$ cat config.mk
export PLATFORM = sky130hd
export DESIGN_NAME = spi_slave_if
export DESIGN_NICKNAME = d
export VERILOG_FILES = /design/src/rtl/spi_slave_if.sv
export SDC_FILE = /design/constraint.sdc
export NUM_CORES = 1
export LEC_CHECK = 0
export CORE_UTILIZATION = 55
export CTS_CLUSTER_DIAMETER = 60
export DETAILED_ROUTE_END_ITERATION = 8
export PLACE_DENSITY = 0.89
export SETUP_SLACK_MARGIN = 0.15
export SLEW_MARGIN = 5
export SYNTH_ARGS = -nofsm -noshare
export SYNTH_HDL_FRONTEND = slang
export SYNTH_SLANG_ARGS = --single-unit
$ cat constraint.sdc
create_clock -name clk_spi -period 2.7 [get_ports clk_spi]
set_input_delay 0.54 -clock clk_spi [delete_from_list [all_inputs] [get_ports clk_spi]]
set_output_delay 0.54 -clock clk_spi [all_outputs]
set_load 0.02 [all_outputs]
$ cat src/rtl/spi_slave_if.sv
// SPI slave front end: deserialises MOSI frames into 10-bit RAM command words and serialises read bytes on MISO.
// Optional TX-wait timeout enabled by defining SPI_TX_TIMEOUT_EN.
`timescale 1ns/1ps
module spi_slave_if #(
  parameter int unsigned TX_TIMEOUT = 15,
  parameter int unsigned TO_W       = 4
) (
  input  logic       clk_spi,
  input  logic       rst_n_spi,
  input  logic       SS_n,
  input  logic       MOSI,
  output logic       MISO,
  output logic [9:0] rx_data,
  output logic       rx_valid,
  input  logic [7:0] tx_data,
  input  logic       tx_valid
);

  typedef enum logic [2:0] {
    IDLE,
    CHK_CMD,
    WRITE,
    READ_ADD,
    READ_DATA
  } state_t;

  state_t     state, state_nxt;
  logic       rd_addr_received;
  logic [3:0] rx_cnt;
  logic       rx_shift;
  logic       rx_last;
  logic       tx_arm;
  logic       tx_load;
  logic [7:0] tx_shift;
  logic [3:0] tx_cnt;

  if ((64'd1 << TO_W) <= 64'(TX_TIMEOUT)) begin : g_to_w_check
    $error("TO_W is too narrow to count to TX_TIMEOUT");
  end

  always_ff @(posedge clk_spi) begin
    if (!rst_n_spi) state <= IDLE;
    else            state <= state_nxt;
  end

  always_comb begin
    state_nxt = state;
    rx_shift  = 1'b0;
    rx_last   = 1'b0;
    if (SS_n) begin
      state_nxt = IDLE;
    end else begin
      case (state)
        IDLE:    state_nxt = CHK_CMD;
        CHK_CMD: begin
          if (!MOSI)                 state_nxt = WRITE;
          else if (rd_addr_received) state_nxt = READ_DATA;
          else                       state_nxt = READ_ADD;
        end
        WRITE, READ_ADD, READ_DATA: begin
          rx_shift = (rx_cnt != 4'd10);
          rx_last  = (rx_cnt == 4'd9);
        end
        default: state_nxt = IDLE;
      endcase
    end
  end

  // tx_arm is raised with rx_valid; the rx_valid cycle itself is excluded so stale tx_valid is never captured.
  always_comb tx_load = tx_arm && !rx_valid && tx_valid;

`ifdef SPI_TX_TIMEOUT_EN
  logic [TO_W-1:0] to_cnt;
  logic            to_expire;

  always_comb to_expire = tx_arm && !rx_valid && !tx_valid && (to_cnt == TO_W'(TX_TIMEOUT - 1));

  always_ff @(posedge clk_spi) begin
    if (!rst_n_spi || SS_n)                  to_cnt <= '0;
    else if (tx_arm && !rx_valid && !tx_valid) to_cnt <= to_cnt + 1'b1;
  end
`endif

  always_ff @(posedge clk_spi) begin
    if (!rst_n_spi) begin
      rx_data          <= '0;
      rx_valid         <= 1'b0;
      rx_cnt           <= '0;
      rd_addr_received <= 1'b0;
      tx_arm           <= 1'b0;
      tx_shift         <= '0;
      tx_cnt           <= '0;
      MISO             <= 1'b0;
    end else if (SS_n) begin
      rx_valid <= 1'b0;
      rx_cnt   <= '0;
      tx_arm   <= 1'b0;
      tx_shift <= '0;
      tx_cnt   <= '0;
      MISO     <= 1'b0;
    end else begin
      rx_valid <= 1'b0;
      if (rx_shift) begin
        rx_data <= {rx_data[8:0], MOSI};
        rx_cnt  <= rx_cnt + 4'd1;
      end
      if (rx_last) begin
        rx_valid <= 1'b1;
        if (state == READ_ADD) rd_addr_received <= 1'b1;
        if (state == READ_DATA) begin
          rd_addr_received <= 1'b0;
          tx_arm           <= 1'b1;
        end
      end
      if (tx_load) begin
        tx_shift <= tx_data;
        tx_cnt   <= 4'd8;
        tx_arm   <= 1'b0;
      end
`ifdef SPI_TX_TIMEOUT_EN
      else if (to_expire) begin
        tx_arm <= 1'b0;
      end
`endif
      if (tx_cnt != 4'd0) begin
        MISO     <= tx_shift[7];
        tx_shift <= {tx_shift[6:0], 1'b0};
        tx_cnt   <= tx_cnt - 4'd1;
      end else begin
        MISO <= 1'b0;
      end
    end
  end

endmodule

==> impl_metrics.csv <==
group,metric,value,unit
routing,drt-total-wl,2.749,mm
hold_path,hp-class,"reg -> reg",
cts,insertion_delay,0.33,ns
cts,root_buffer,"clkbuf_4",
cts,numCtsBuffers,5,
routing,final_antenna_net_count,0,
timing,fin_tns_setup,0,ns
routing,dr_total_vias,1143,
yosys,synth.net_count,163,
die,die_width,52.82,um
timing,max_freq,541.8,MHz
yosys,yosysWarningCount,0,
die,io-pin-count,25,
finish,fill_cells,183,
cts,cts_resized,0,
status,outcome,"finished with violations",
power_and_ir_drop,powerDensity,490.3,mW/mm2
critical_path,cp_top_family,"buffers and inverters",
power_and_ir_drop,peakVddDrop,0.4434,mV
yosys,ys_seq_area_share,46.52,%
die,dieHeight,52.82,um
yosys,synth_area,0.001420,mm2
die,coreArea,0.002455,mm2
critical_path,reg2reg_depth,4,
timing,rsz0062_at_grt,"no",
critical_path,cp_num_buf_inv,1,
finish,layout_common_cells,"33 x dfxtp_1, 24 x clkdlybuf4s50_1, 20 x nand2_1, 20 x mux2i_1, 14 x a21oi_1",
critical_path,r2r_slack,0.98,ns
placement,hpwl,2.034,mm
critical_path,end_kind,"output port",
die,dieArea,0.002789,mm2
routing,drtPass1Iterations,8,
flow_run,max_cap_viol_count,0,
critical_path,critical_path_required,2.16,ns
routing,post_drt_wl_per_cell,13.34,um
grt,overflow,0,
routing,drt_iter0_drc,22,
timing,finalHoldViolCount,0,
timing,fin_hold_ws,0.4750,ns
finish,area_delta_synth_final,23.96,%
placement,port_buffers,24,
die,rows,18,
critical_path,r2r-start,"state[2]$_SDFFE_PP0P_",
finish,final_common_cell,"dfxtp_1",
yosys,netlist_instances,147,
cts,cts_tree,"built",
timing,drv_slew,0,
power_and_ir_drop,p_leak,0.6516,nW
power_and_ir_drop,power,0.0008632,W
placement,globalplace.congestion,0.8158,
yosys,yosys.area_share.simple,17.53,%
critical_path,cp_max_fo,2,
critical_path,crit_arrival,1.31,ns
die,start_util,57.85,%
cts,clockBufferDepth,2,
cts,htreeDepth,2,
yosys,synth-compound-area-share,14.45,%
cts,post-cts-setup-buffers,0,
grt,grt_max_degree,19,
cts,cts.sinks,33,
yosys,synth_top_family_by_area,"simple AND/OR/NAND/NOR gates",
critical_path,cp.depth,1,
yosys,yosys-mux-area-fraction,14.89,%
yosys,synth_xor_area_share,0,%
timing,period_share,68.36,%
finish,drive_gt1_share,9.659,%
status,violations,"DRC",
finish,antennaDiodeCount,0,
yosys,synthAdderAreaFrac,2.643,%
critical_path,crit_path_end,"rx_data[0]",
yosys,synth_cell_types,32,
critical_path,cpMaxStageDelayCell,"clkdlybuf4s50_1",
timing,skew,0.001223,ns
critical_path,crit_chain,"clkdlybuf4s50_1",
timing,setup_viol,0,
yosys,avgSynthCellArea,9.661,um2
cts,path_clk_slew,0.10,ns
routing,viasPerCell,5.549,
critical_path,regToRegEndpoint,"rx_data[8]$_SDFFE_PN0P_",
critical_path,critPathKind,"reg -> out",
cts,holdBufCountCts,0,
finish,final_nets,191,
routing,drc,1,
critical_path,crit_path_start,"rx_data[0]$_SDFFE_PN0P_",
timing,worst_pin_slew,0.5891,ns
grt,grt_pass1_vias,1029,
critical_path,slowest_delay,0.61,ns
yosys,ys_ff_latch,33,
timing,fin_crit,1.846,ns
timing,slew_headroom,60.61,%
grt,antenna_found_initial,0,
critical_path,cp-start-kind,"flip-flop",
grt,groute.usage.overall,21.82,%
grt,grt_pass1_wl,4.312,mm
## power breakdown
group	total (W)	internal [W]	leakage (nW)	switching, W
sequential	0.000495	0.000490	0.266	0.00000481
clock	0.000316	0.000151	0.0413	0.000165
combinational	0.0000528	0.0000276	0.344	0.0000252
total	0.000863	0.000668	0.652	0.000195
## area by class of cell
type	count	area (um2)	area share, %
flip-flops and latches	33	660.6	37.53
inverters	5	18.77	1.066
clock inverters	1	5.005	0.2843
repair buffers	28	270.3	15.35
well taps	30	37.54	2.132
multi-input cells	102	703.2	39.94
clock buffers	7	65.06	3.696
## per-stage QoR
step	util (%)	cell area [um2]	worst slack [ns]	std cells
CTS	71.71	1760	0.8414	206
global placement	68.86	1690	0.6398	198
detailed placement	68.86	1690	0.6194	198
finish	71.71	1760	0.8542	206
global route	71.71	1760	0.8236	206
floorplan	-	1420	1.130	147
## worst min path at each step
stage | slack [ns] | from | cells past startpoint | to
2_1_floorplan | 0.45 | tx_arm$_SDFFE_PP0P_ | 2 | tx_arm$_SDFFE_PP0P_
3_3_place_gp | 0.45 | rx_data[9]$_SDFFE_PN0P_ | 2 | rx_data[9]$_SDFFE_PN0P_
3_5_place_dp | 0.46 | rx_data[9]$_SDFFE_PN0P_ | 2 | rx_data[9]$_SDFFE_PN0P_
4_1_cts | 0.48 | rx_data[9]$_SDFFE_PN0P_ | 2 | rx_data[9]$_SDFFE_PN0P_
5_1_grt | 0.51 | rx_data[5]$_SDFFE_PN0P_ | 2 | rx_data[6]$_SDFFE_PN0P_
6_report | 0.48 | rx_data[9]$_SDFFE_PN0P_ | 2 | rx_data[9]$_SDFFE_PN0P_
## Yosys cell counts
cell type	number	area (um2)
dfxtp_1	33	660.6
mux2i_1	20	200.2
nand2_1	20	75.07
a21oi_1	14	70.07
o21ai_0	9	45.04
nor2_1	7	26.28
clkbuf_1	5	18.77
inv_1	5	18.77
ha_1	3	37.54
nand2b_1	3	18.77
nor3_1	3	15.01
a211oi_1	2	15.01
and4b_1	2	20.02
nand4b_1	2	17.52
or3_1	2	12.51
a2111o_1	1	11.26
a2111oi_0	1	8.760
a2111oi_2	1	15.01
a211oi_4	1	20.02
a31oi_1	1	6.260
and3b_1	1	8.760
buf_4	1	7.510
buf_6	1	11.26
mux2_2	1	11.26
nand3b_1	1	7.510
nor2b_1	1	6.260
nor3b_1	1	7.510
nor4_2	1	12.51
nor4bb_1	1	10.01
o21ai_1	1	5.000
o31a_1	1	8.760
or3b_4	1	11.26
## sequential cells by signal, summed over array words and instances, names as in the netlist
name	cells
rx_data	10
rx_cnt	4
state	3
rx_valid	1
tx_shift	8
rd_addr_received	1
MISO	1
tx_cnt	4
tx_arm	1
## per-layer routing
metal	track usage, %	wire [um]	share of wire, %
met2	36.92	1431	52
met5	0	0	0
met3	7.246	90	3.3
met4	10.53	34	1.2
met1	24.24	1193	43
## kinds of logic after synthesis
logic type,after synthesis
fa+ha+maj,3
buf+inv,12
compound gates,32
flops,33
mux,21
simple gates,46
(Power assumes the default switching activity.)
